`src/rtl/safe_pkg.sv`:
```
// Shared types and constants for the safe lock controller and the
// VGA pattern generator that consumes pattern_sel.
package safe_pkg;

   // Controller states.
   typedef enum logic [1:0] {
      LK_CLOSED  = 2'b00,
      LK_OPEN    = 2'b01,
      LK_LOCKOUT = 2'b10,
      LK_ALARM   = 2'b11
   } lk_state_e;

   // Pattern select codes understood by pattern_gen.
   localparam logic [1:0] PAT_IDLE  = 2'b00;
   localparam logic [1:0] PAT_GREEN = 2'b01;
   localparam logic [1:0] PAT_RED   = 2'b10;

   // Map a controller state onto the pattern shown on the display.
   function automatic logic [1:0] pattern_for(input lk_state_e st);
      logic [1:0] pat;
      case (st)
         LK_OPEN:    pat = PAT_GREEN;
         LK_LOCKOUT: pat = PAT_RED;
         LK_ALARM:   pat = PAT_RED;
         default:    pat = PAT_IDLE;
      endcase
      return pat;
   endfunction

endpackage

```
`src/rtl/safe_lock_ctrl_if.sv`:
```
// Password-check handshake between the entry/compare front end (master)
// and the lock controller (slave).
interface safe_lock_ctrl_if;

   logic check_valid;
   logic check_match;
   logic check_ack;
   logic check_rej;

   modport master (
      output check_valid,
      output check_match,
      input  check_ack,
      input  check_rej
   );

   modport slave (
      input  check_valid,
      input  check_match,
      output check_ack,
      output check_rej
   );

endinterface

```
`src/rtl/sec_timer.sv`:
```
// Seconds down-counter driven by a tick prescaler. A load restarts the
// prescaler and sets the seconds value; expire flags the wrap that takes
// the count from 1 to 0.
module sec_timer #(
   parameter int TICKS_PER_SEC = 100
) (
   input  logic       clk,
   input  logic       rst,
   input  logic       load,
   input  logic [7:0] load_val,
   input  logic       en,
   output logic [7:0] sec_left,
   output logic       expire
);

   localparam logic [7:0] TICK_MAX = 8'(TICKS_PER_SEC - 1);

   logic [7:0] presc_r;
   logic [7:0] sec_left_r;
   logic       wrap_s;

   assign wrap_s   = en && (presc_r == TICK_MAX);
   assign expire   = wrap_s && (sec_left_r == 8'd1);
   assign sec_left = sec_left_r;

   // Prescaler and seconds counter; load has priority over counting.
   always_ff @(posedge clk) begin
      if (rst) begin
         presc_r    <= 8'd0;
         sec_left_r <= 8'd0;
      end else if (load) begin
         presc_r    <= 8'd0;
         sec_left_r <= load_val;
      end else if (wrap_s) begin
         presc_r <= 8'd0;
         if (sec_left_r != 8'd0) begin
            sec_left_r <= sec_left_r - 8'd1;
         end else begin
            sec_left_r <= sec_left_r;
         end
      end else if (en) begin
         presc_r <= presc_r + 8'd1;
      end else begin
         presc_r <= presc_r;
      end
   end

endmodule

```
`src/rtl/safe_lock_ctrl.sv`:
```
// Responder side of the password-check handshake: consumes check results,
// acknowledges or refuses them, and runs the CLOSED/OPEN/LOCKOUT/ALARM
// policy with timed unlock and lockout windows.
module safe_lock_ctrl
   import safe_pkg::*;
#(
   parameter int MAX_FAIL      = 3,
   parameter int UNLOCK_SEC    = 5,
   parameter int LOCKOUT_SEC   = 10,
   parameter int MAX_LOCKOUT   = 2,
   parameter int TICKS_PER_SEC = 100
) (
   input  logic                   clk,
   input  logic                   rst,
   safe_lock_ctrl_if.slave        chk,
   input  logic                   relock,
   input  logic                   alarm_clr,
   output logic                   unlocked,
   output logic                   lockout,
   output logic                   alarm,
   output logic [2:0]             fail_cnt,
   output logic [7:0]             sec_left,
   output logic [1:0]             pattern_sel
);

   localparam logic [2:0] FAIL_LIMIT = 3'(MAX_FAIL);
   localparam logic [1:0] LK_LIMIT   = 2'(MAX_LOCKOUT);
   localparam logic [7:0] OPEN_SECS  = 8'(UNLOCK_SEC);
   localparam logic [7:0] LOCK_SECS  = 8'(LOCKOUT_SEC);

   lk_state_e  state_r;
   lk_state_e  next_state_s;
   logic [2:0] fail_cnt_r;
   logic [2:0] fail_next_s;
   logic [1:0] lk_cnt_r;
   logic [1:0] lk_next_s;
   logic       ack_r;
   logic       rej_r;
   logic       ack_next_s;
   logic       rej_next_s;
   logic       unlocked_r;
   logic       lockout_r;
   logic       alarm_r;
   logic [1:0] pattern_sel_r;

   logic       req_s;
   logic       tmr_load_s;
   logic [7:0] tmr_load_val_s;
   logic       tmr_en_s;
   logic       tmr_expire_s;
   logic [7:0] tmr_sec_left_s;

   // A held valid is not taken again in the cycle right after a response.
   assign req_s    = chk.check_valid && !(ack_r || rej_r);
   assign tmr_en_s = (state_r == LK_OPEN) || (state_r == LK_LOCKOUT);

   sec_timer #(
      .TICKS_PER_SEC (TICKS_PER_SEC)
   ) u_sec_timer (
      .clk      (clk),
      .rst      (rst),
      .load     (tmr_load_s),
      .load_val (tmr_load_val_s),
      .en       (tmr_en_s),
      .sec_left (tmr_sec_left_s),
      .expire   (tmr_expire_s)
   );

   // Next-state, counter updates, handshake response and timer loads.
   always_comb begin
      next_state_s   = state_r;
      fail_next_s    = fail_cnt_r;
      lk_next_s      = lk_cnt_r;
      ack_next_s     = 1'b0;
      rej_next_s     = 1'b0;
      tmr_load_s     = 1'b0;
      tmr_load_val_s = 8'd0;
      case (state_r)
         LK_CLOSED: begin
            if (req_s) begin
               ack_next_s = 1'b1;
               if (chk.check_match) begin
                  next_state_s   = LK_OPEN;
                  fail_next_s    = 3'd0;
                  lk_next_s      = 2'd0;
                  tmr_load_s     = 1'b1;
                  tmr_load_val_s = OPEN_SECS;
               end else if ((fail_cnt_r + 3'd1) == FAIL_LIMIT) begin
                  fail_next_s = 3'd0;
                  lk_next_s   = lk_cnt_r + 2'd1;
                  tmr_load_s  = 1'b1;
                  if ((lk_cnt_r + 2'd1) == LK_LIMIT) begin
                     next_state_s   = LK_ALARM;
                     tmr_load_val_s = 8'd0;
                  end else begin
                     next_state_s   = LK_LOCKOUT;
                     tmr_load_val_s = LOCK_SECS;
                  end
               end else begin
                  fail_next_s = fail_cnt_r + 3'd1;
               end
            end else begin
               next_state_s = LK_CLOSED;
            end
         end
         LK_OPEN: begin
            ack_next_s = req_s;
            if (relock || tmr_expire_s) begin
               next_state_s = LK_CLOSED;
               tmr_load_s   = 1'b1;
            end else begin
               next_state_s = LK_OPEN;
            end
         end
         LK_LOCKOUT: begin
            rej_next_s = req_s;
            if (tmr_expire_s) begin
               next_state_s = LK_CLOSED;
               tmr_load_s   = 1'b1;
            end else begin
               next_state_s = LK_LOCKOUT;
            end
         end
         LK_ALARM: begin
            rej_next_s = req_s;
            if (alarm_clr) begin
               next_state_s = LK_CLOSED;
               lk_next_s    = 2'd0;
               fail_next_s  = 3'd0;
               tmr_load_s   = 1'b1;
            end else begin
               next_state_s = LK_ALARM;
            end
         end
         default: begin
            next_state_s = LK_CLOSED;
            fail_next_s  = 3'd0;
            lk_next_s    = 2'd0;
            tmr_load_s   = 1'b1;
         end
      endcase
   end

   // State, counters and registered outputs.
   always_ff @(posedge clk) begin
      if (rst) begin
         state_r       <= LK_CLOSED;
         fail_cnt_r    <= 3'd0;
         lk_cnt_r      <= 2'd0;
         ack_r         <= 1'b0;
         rej_r         <= 1'b0;
         unlocked_r    <= 1'b0;
         lockout_r     <= 1'b0;
         alarm_r       <= 1'b0;
         pattern_sel_r <= PAT_IDLE;
      end else begin
         state_r       <= next_state_s;
         fail_cnt_r    <= fail_next_s;
         lk_cnt_r      <= lk_next_s;
         ack_r         <= ack_next_s;
         rej_r         <= rej_next_s;
         unlocked_r    <= (next_state_s == LK_OPEN);
         lockout_r     <= (next_state_s == LK_LOCKOUT);
         alarm_r       <= (next_state_s == LK_ALARM);
         pattern_sel_r <= pattern_for(next_state_s);
      end
   end

   assign chk.check_ack = ack_r;
   assign chk.check_rej = rej_r;
   assign unlocked      = unlocked_r;
   assign lockout       = lockout_r;
   assign alarm         = alarm_r;
   assign fail_cnt      = fail_cnt_r;
   assign sec_left      = tmr_sec_left_s;
   assign pattern_sel   = pattern_sel_r;

endmodule

```
`src/flat_wrapper.sv`:
```
// flat-port wrapper written by rule: the top's interface ports become plain ports
module safe_lock_ctrl_flat import safe_pkg::*;
#(
   parameter int MAX_FAIL      = 3,
   parameter int UNLOCK_SEC    = 5,
   parameter int LOCKOUT_SEC   = 10,
   parameter int MAX_LOCKOUT   = 2,
   parameter int TICKS_PER_SEC = 100
)
  (clk, rst, relock, alarm_clr, unlocked, lockout, alarm, fail_cnt, sec_left, pattern_sel, chk_check_valid, chk_check_match, chk_check_ack, chk_check_rej);
  safe_lock_ctrl_if chk_i ();
  input  logic clk;
  input  logic rst;
  input  logic relock;
  input  logic alarm_clr;
  output logic unlocked;
  output logic lockout;
  output logic alarm;
  output logic [2:0] fail_cnt;
  output logic [7:0] sec_left;
  output logic [1:0] pattern_sel;
  input wire logic [$bits(chk_i.check_valid)-1:0] chk_check_valid;
  input wire logic [$bits(chk_i.check_match)-1:0] chk_check_match;
  output wire logic [$bits(chk_i.check_ack)-1:0] chk_check_ack;
  output wire logic [$bits(chk_i.check_rej)-1:0] chk_check_rej;
  assign chk_i.check_valid = chk_check_valid;
  assign chk_i.check_match = chk_check_match;
  assign chk_check_ack = chk_i.check_ack;
  assign chk_check_rej = chk_i.check_rej;
  safe_lock_ctrl #(.MAX_FAIL(MAX_FAIL), .UNLOCK_SEC(UNLOCK_SEC), .LOCKOUT_SEC(LOCKOUT_SEC), .MAX_LOCKOUT(MAX_LOCKOUT), .TICKS_PER_SEC(TICKS_PER_SEC)) u_core (.clk(clk), .rst(rst), .chk(chk_i), .relock(relock), .alarm_clr(alarm_clr), .unlocked(unlocked), .lockout(lockout), .alarm(alarm), .fail_cnt(fail_cnt), .sec_left(sec_left), .pattern_sel(pattern_sel));
endmodule
```
`config.mk`:
```
export PLATFORM = sky130hd
export DESIGN_NAME = safe_lock_ctrl_flat
export DESIGN_NICKNAME = d
export VERILOG_FILES = /design/src/rtl/safe_pkg.sv /design/src/rtl/safe_lock_ctrl_if.sv /design/src/rtl/sec_timer.sv /design/src/rtl/safe_lock_ctrl.sv /design/src/flat_wrapper.sv
export SDC_FILE = /design/constraint.sdc
export NUM_CORES = 1
export LEC_CHECK = 0
export ABC_CLOCK_PERIOD_IN_PS = 3800
export CORE_UTILIZATION = 40
export CTS_CLUSTER_SIZE = 8
export DETAILED_ROUTE_END_ITERATION = 6
export PLACE_DENSITY = 0.73
export SYNTH_ARGS = -nofsm -noshare
export SYNTH_HDL_FRONTEND = slang
export SYNTH_SLANG_ARGS = --single-unit
```
`constraint.sdc`:
```
create_clock -name clk -period 3.8 [get_ports clk]
set_input_delay 0.76 -clock clk [delete_from_list [all_inputs] [get_ports clk]]
set_output_delay 0.76 -clock clk [all_outputs]
set_load 0.005 [all_outputs]
```
==> flow_summary.yaml, run 1 <==
cells_and_area:
  layout_commonest_cell: "dfxtp_1"
  antenna_cells: 0
  final_core_util_pct: 52.5
  layout_common_cells: "dfxtp_1 (29), clkdlybuf4s50_1 (23), nor2_1 (22), nand2_1 (15)"
  drive_above_1_share_pct: 10.7
  fin_nets: 222
  stdcell_area_mm2: 0.00197
  fillers: 378
  area_growth_pct: 22.8
clock_network:
  htree_levels: 2
  clk-insertion-delay-late_ps: 280
  path_clk_slew_ps: 60
  cts_resized: 0
  cts_tree: "done"
  clock_sinks: 29
  cts_setup_buffers: 0
  cts_root_buf: "clkbuf_8"
  ctsHoldBuffers: 0
  cts_buffer_depth: 2
  cts_buffers: 5
placement:
  gp_congestion: 0.845
  hpwl_um: 2430
  postPlaceCellArea_mm2: 0.00185
  io_buffers: 23
grt:
  grt.met2_usage_pct: 27.3
  antenna_found_initial: 0
  grt_start_max_net_pins: 20
  grt_pass1_wl_um: 5520
  grt.met1_usage_pct: 21.0
  grt.total_usage_pct: 17.1
  grt.met3_usage_pct: 5.38
  grt_pass1_vias: 1251
  top_usage_layer: "met2"
  globalRouteOverflowTotal: 0
logic_synthesis:
  avgSynthCellArea_um2: 8.84
  async_flop_share_pct: 0
  synth-seq-cells: 29
  synth_nets: 198
  ys_seq_area_share_pct: 36.3
  synth.area.top_cells: "dfxtp_1 (36%), ha_1 (8.6%), nor2_1 (5.2%)"
  yosysWarnings: 0
  syn_area_mm2: 0.00160
  synth_cells: 181
  synth_ff_type: "dfxtp_1"
  synth_edf_count: 0
  synth_cell_types: 49
  synth_top_cell_by_area: "dfxtp_1"
  netlist.area_leader.share_pct: 36.3
power_and_ir_drop:
  p_leak_uw: 0.000723
  powerDensity_mw_per_mm2: 386
  ir_worst_vdd_v: 0.000256
floorplanning:
  die-area_mm2: 0.00426
  die_w_um: 65.3
  io_pins: 24
  fp.dieH_um: 65.3
  core_area_mm2: 0.00374
  rows: 22
  start_util_pct: 42.7
sta:
  finalCriticalPeriod_ps: 2470
  fin_skew_ps: 4.93
  max_freq_mhz: 404
  tns_ps: 0
  period_share_pct: 65.1
  setup_viol: 0
  worst_pin_slew_ps: 764
  slew_violations: 0
  rsz0062_at_grt: "false"
  finalHoldViolCount: 0
  relSlewSlack_pct: 48.9
detailed_routing:
  viasPerCell: 5.27
  totalWireLength_um: 3370
  dr.pass1.iters: 4
  via_count: 1338
  avgRoutedWirePerCell_um: 13.3
  drt-initial-drc-count: 46
  drc: 0
  ant_nets: 0
setup_path:
  crit_path_end_kind: "flip-flop"
  crit_path_max_fanout: 10
  path_class: "in -> reg"
  crit_arrival_ps: 2670
  required_ps: 4000
  startpoint_type: "input pin"
status:
  status: "complete, no violations"
run:
  maxCapViolations: 0
hold_path:
  hp-class: "reg -> reg"
-- state kept, by name, summed over array words and instances (netlist names) --
signal,cells
u_core.u_sec_timer.presc_r,8
u_core.u_sec_timer.sec_left,8
u_core.fail_cnt,3
u_core.lk_cnt_r,2
u_core.state_r,2
u_core.alarm,1
u_core.chk.check_ack,1
u_core.chk.check_rej,1
u_core.lockout,1
u_core.pattern_sel,1
u_core.unlocked,1
-- metal layers --
layer	up-vias	share of wire, %
met5	-	0
met4	0	1.2
met3	5	3.1
met2	27	47
met1	616	49
li1	690	-
-- cell families after synthesis --
kind of cell | share of synthesized area (%)
AOI/OAI and AO/OA | 14.1
and+or+nand+nor | 28.7
muxes | 0.626
buffers and inverters | 5.16
DFF | 36.3
xor gates and xnor gates | 6.57
adders and majority gates | 8.60
-- Yosys cell counts, types with 2 or more instances --
master and number:
buf_4 3, nand3_1 6, nand2_1 15, ha_1 11, nor2_1 22, and3_2 2
nor3_1 8, or4_1 2, inv_1 10, o21ai_0 4, or3_1 2, and3_1 3
nor4bb_1 2, a21oi_1 11, dfxtp_1 29, a211o_1 2, nand4_1 6, xor2_1 9
a21oi_2 2, xnor2_1 3
-- path summary, 6_finish.rpt --
path	slack (ps)	cells past startpoint	start	to
min	460	2	u_core.lk_cnt_r[1]$_SDFFE_PP0P_	u_core.lk_cnt_r[1]$_SDFFE_PP0P_
max	1330	6	chk_check_match	u_core.lk_cnt_r[1]$_SDFFE_PP0P_
min reg2reg	460	2	u_core.lk_cnt_r[1]$_SDFFE_PP0P_	u_core.lk_cnt_r[1]$_SDFFE_PP0P_
max reg2reg	1660	7	u_core.state_r[0]$_SDFF_PP0_	u_core.unlocked$_SDFF_PP0_
-- metrics by stage --
stage	total power, µW	hold slack, ps	setup slack, ps	std cells
finish	759	460	1330	254
global route	790	502	1250	254
CTS	763	464	1360	254
detailed placement	427	455	1050	246
global placement	426	450	1160	246
floorplan	396	432	1760	181
-- critical path, cell delays in order --
cell             delay [ps]
clkdlybuf4s50_1         650
nor4bb_1                260
a211o_1                 220
o211ai_1                180
or4_1                   440
a21oi_1                 140
-- where the power goes --
| group | internal (µW) | switching (µW) |
|---|---|---|
| clock network | 213 | 125 |
| logic | 44.4 | 55.2 |
| registers | 312 | 9.91 |
| total | 570 | 190 |
-- area by class of cell --
type | instances | area, µm² | share of cell area (%)
Multi-Input combinational cell | 136 | 937 | 47.7
Sequential cell | 29 | 581 | 29.5
Timing Repair Buffer | 23 | 230 | 11.7
Clock buffer | 6 | 82.6 | 4.20
Tap cell | 48 | 60.1 | 3.06
Clock inverter | 2 | 37.5 | 1.91
Inverter | 10 | 37.5 | 1.91
(Power assumes the default switching activity.)
==> run 2: changes to the inputs <==
--- a/config.mk
+++ b/config.mk
@@ -5,11 +5,11 @@
 export SDC_FILE = /design/constraint.sdc
 export NUM_CORES = 1
 export LEC_CHECK = 0
-export ABC_CLOCK_PERIOD_IN_PS = 3800
+export ABC_CLOCK_PERIOD_IN_PS = 2100
 export CORE_UTILIZATION = 40
 export CTS_CLUSTER_SIZE = 8
 export DETAILED_ROUTE_END_ITERATION = 6
-export PLACE_DENSITY = 0.73
+export PLACE_DENSITY = 0.75
 export SYNTH_ARGS = -nofsm -noshare
 export SYNTH_HDL_FRONTEND = slang
 export SYNTH_SLANG_ARGS = --single-unit
==> constraint.sdc (replaced) <==
create_clock -name clk -period 2.1 [get_ports clk]
set_input_delay 0.42 -clock clk [delete_from_list [all_inputs] [get_ports clk]]
set_output_delay 0.42 -clock clk [all_outputs]
set_load 0.005 [all_outputs]
==> flow_summary.yaml, run 2 (synthesis results as in run 1) <==
power_and_ir_drop:
  power_frac_seq_pct: 47.0
  comb_power_share_pct: 16.0
  ir_worst_vdd_v: 0.000349
  clkPwrFrac_pct: 37.0
  p_leak_uw: 0.000777
  powerDensity_mw_per_mm2: 609
  intPower_uw: 919
  p_switching_uw: 322
  netSwitchingFraction_pct: 26.0
cells_and_area:
  drive_above_1_share_pct: 16.0
  fin_nets: 236
  seqCellArea_um2: 581
  multi_input_area_um2: 940
  antenna_cells: 0
  stdcell_area_mm2: 0.00204
  layout_commonest_cell: "dfxtp_1"
  fillers: 362
  layout_common_cells: "dfxtp_1 (29), clkdlybuf4s50_1 (23), nor2_1 (22), nand2_1 (15), buf_4 (14)"
  area_growth_pct: 27.4
grt:
  grt.total_usage_pct: 17.7
  grt_pass1_vias: 1306
  grt_pass1_wl_um: 5640
  grt_start_max_net_pins: 11
  globalRouteOverflowTotal: 0
  antenna_found_initial: 0
status:
  status: "complete, no violations"
floorplanning:
  rows: 22
  die_w_um: 65.3
  fp.dieH_um: 65.3
  start_util_pct: 42.7
  core_area_mm2: 0.00374
  die-area_mm2: 0.00426
  io_pins: 24
placement:
  gp_congestion: 0.890
  hpwl_um: 2530
  io_buffers: 23
  preCtsSetupSlack_ps: -81.3
  postPlaceCellArea_mm2: 0.00194
detailed_routing:
  drt-initial-drc-count: 101
  drc: 0
  via_count: 1388
  ant_nets: 0
  avgRoutedWirePerCell_um: 12.5
  dr.pass1.iters: 4
  totalWireLength_um: 3340
  viasPerCell: 5.20
setup_path:
  path_class: "reg -> reg"
  crit_path_max_fanout: 8
  required_ps: 2290
  crit_path_end_kind: "flip-flop"
  startpoint_type: "flip-flop"
  crit_arrival_ps: 2190
clock_network:
  cts_buffers: 5
  clock_sinks: 29
  htree_levels: 2
  ctsHoldBuffers: 0
  clk-insertion-delay-late_ps: 290
  cts_root_buf: "clkbuf_8"
  cts_buffer_depth: 2
  path_clk_slew_ps: 60
  cts_tree: "done"
sta:
  finalHoldViolCount: 0
  finalWorstSetupSlack_ps: 109
  setup_viol: 0
  period_share_pct: 94.8
  relSlewSlack_pct: 65.5
  slew_violations: 0
  finalCriticalPeriod_ps: 1990
  max_freq_mhz: 502
  worst_pin_slew_ps: 514
  timing.hold.ws_ps: 476
  fin_skew_ps: 9.17
run:
  maxCapViolations: 0
hold_path:
  hp-class: "reg -> reg"
==> run 2: worst max-delay path, stage by stage (launching register included) <==
cell      delay [ps]
dfxtp_1          360
inv_1             90
ha_2             210
a221o_1          350
or3_4            350
o211ai_4         130
nand2_1          130
a221oi_2         300
==> run 2: repair_timing <==
item | 4_1_cts | 5_1_grt
endpoints found under the setup margin | 0 | 4
resized for setup | 0 | 2
hold endpoints to repair | 0 | 0
buffers inserted | 0 | 2
==> run 2: final timing paths <==
| check | startpoint | end | slack [ps] | depth (start not counted) |
|---|---|---|---|---|
| setup / recovery | u_core.state_r[1]$_SDFF_PP0_ | u_core.u_sec_timer.sec_left[2]$_SDFFE_PP0P_ | 110 | 7 |
| hold / removal | u_core.lk_cnt_r[0]$_SDFFE_PP0P_ | u_core.lk_cnt_r[0]$_SDFFE_PP0P_ | 480 | 2 |
| setup reg to reg | u_core.state_r[1]$_SDFF_PP0_ | u_core.u_sec_timer.sec_left[2]$_SDFFE_PP0P_ | 110 | 7 |
| hold reg to reg | u_core.lk_cnt_r[0]$_SDFFE_PP0P_ | u_core.lk_cnt_r[0]$_SDFFE_PP0P_ | 480 | 2 |
==> run 2: cell type report <==
| cell class | count | share of cell area (%) |
|---|---|---|
| well taps | 48 | 2.94 |
| clock buffers | 7 | 4.23 |
| multi-input cells | 136 | 46.1 |
| inverters | 10 | 1.84 |
| flip-flops and latches | 29 | 28.5 |
| repair buffers | 37 | 16.4 |
==> run 2: power groups by stage <==
stage	sequential (µW)	clock [µW]	combinational (µW)
finish	583	460	199
global route	585	504	220
CTS	583	471	198
detailed placement	595	0	196
global placement	594	0	191
floorplan	592	0	123
==> run 2: stage by stage <==
| step | setup TNS, ps | instances | util [%] | power (µW) |
|---|---|---|---|---|
| 2_1_floorplan | 0 | 181 | - | 716 |
| 3_3_place_gp | -22.5 | 258 | 51.7 | 785 |
| 3_5_place_dp | -284 | 258 | 51.7 | 791 |
| 4_1_cts | 0 | 265 | 54.0 | 1250 |
| 5_1_grt | -11.4 | 267 | 54.5 | 1310 |
| 6_report | 0 | 267 | 54.5 | 1240 |
==> run 2: per-layer routing <==
| metal | share of wire, % | GRT usage (%) | up-vias |
|---|---|---|---|
| met3 | 3.9 | 6.42 | 10 |
| met4 | 2.7 | 9.51 | 0 |
| met2 | 45 | 27.3 | 27 |
| li1 | - | - | 718 |
| met5 | 0 | 0 | - |
| met1 | 48 | 21.3 | 633 |
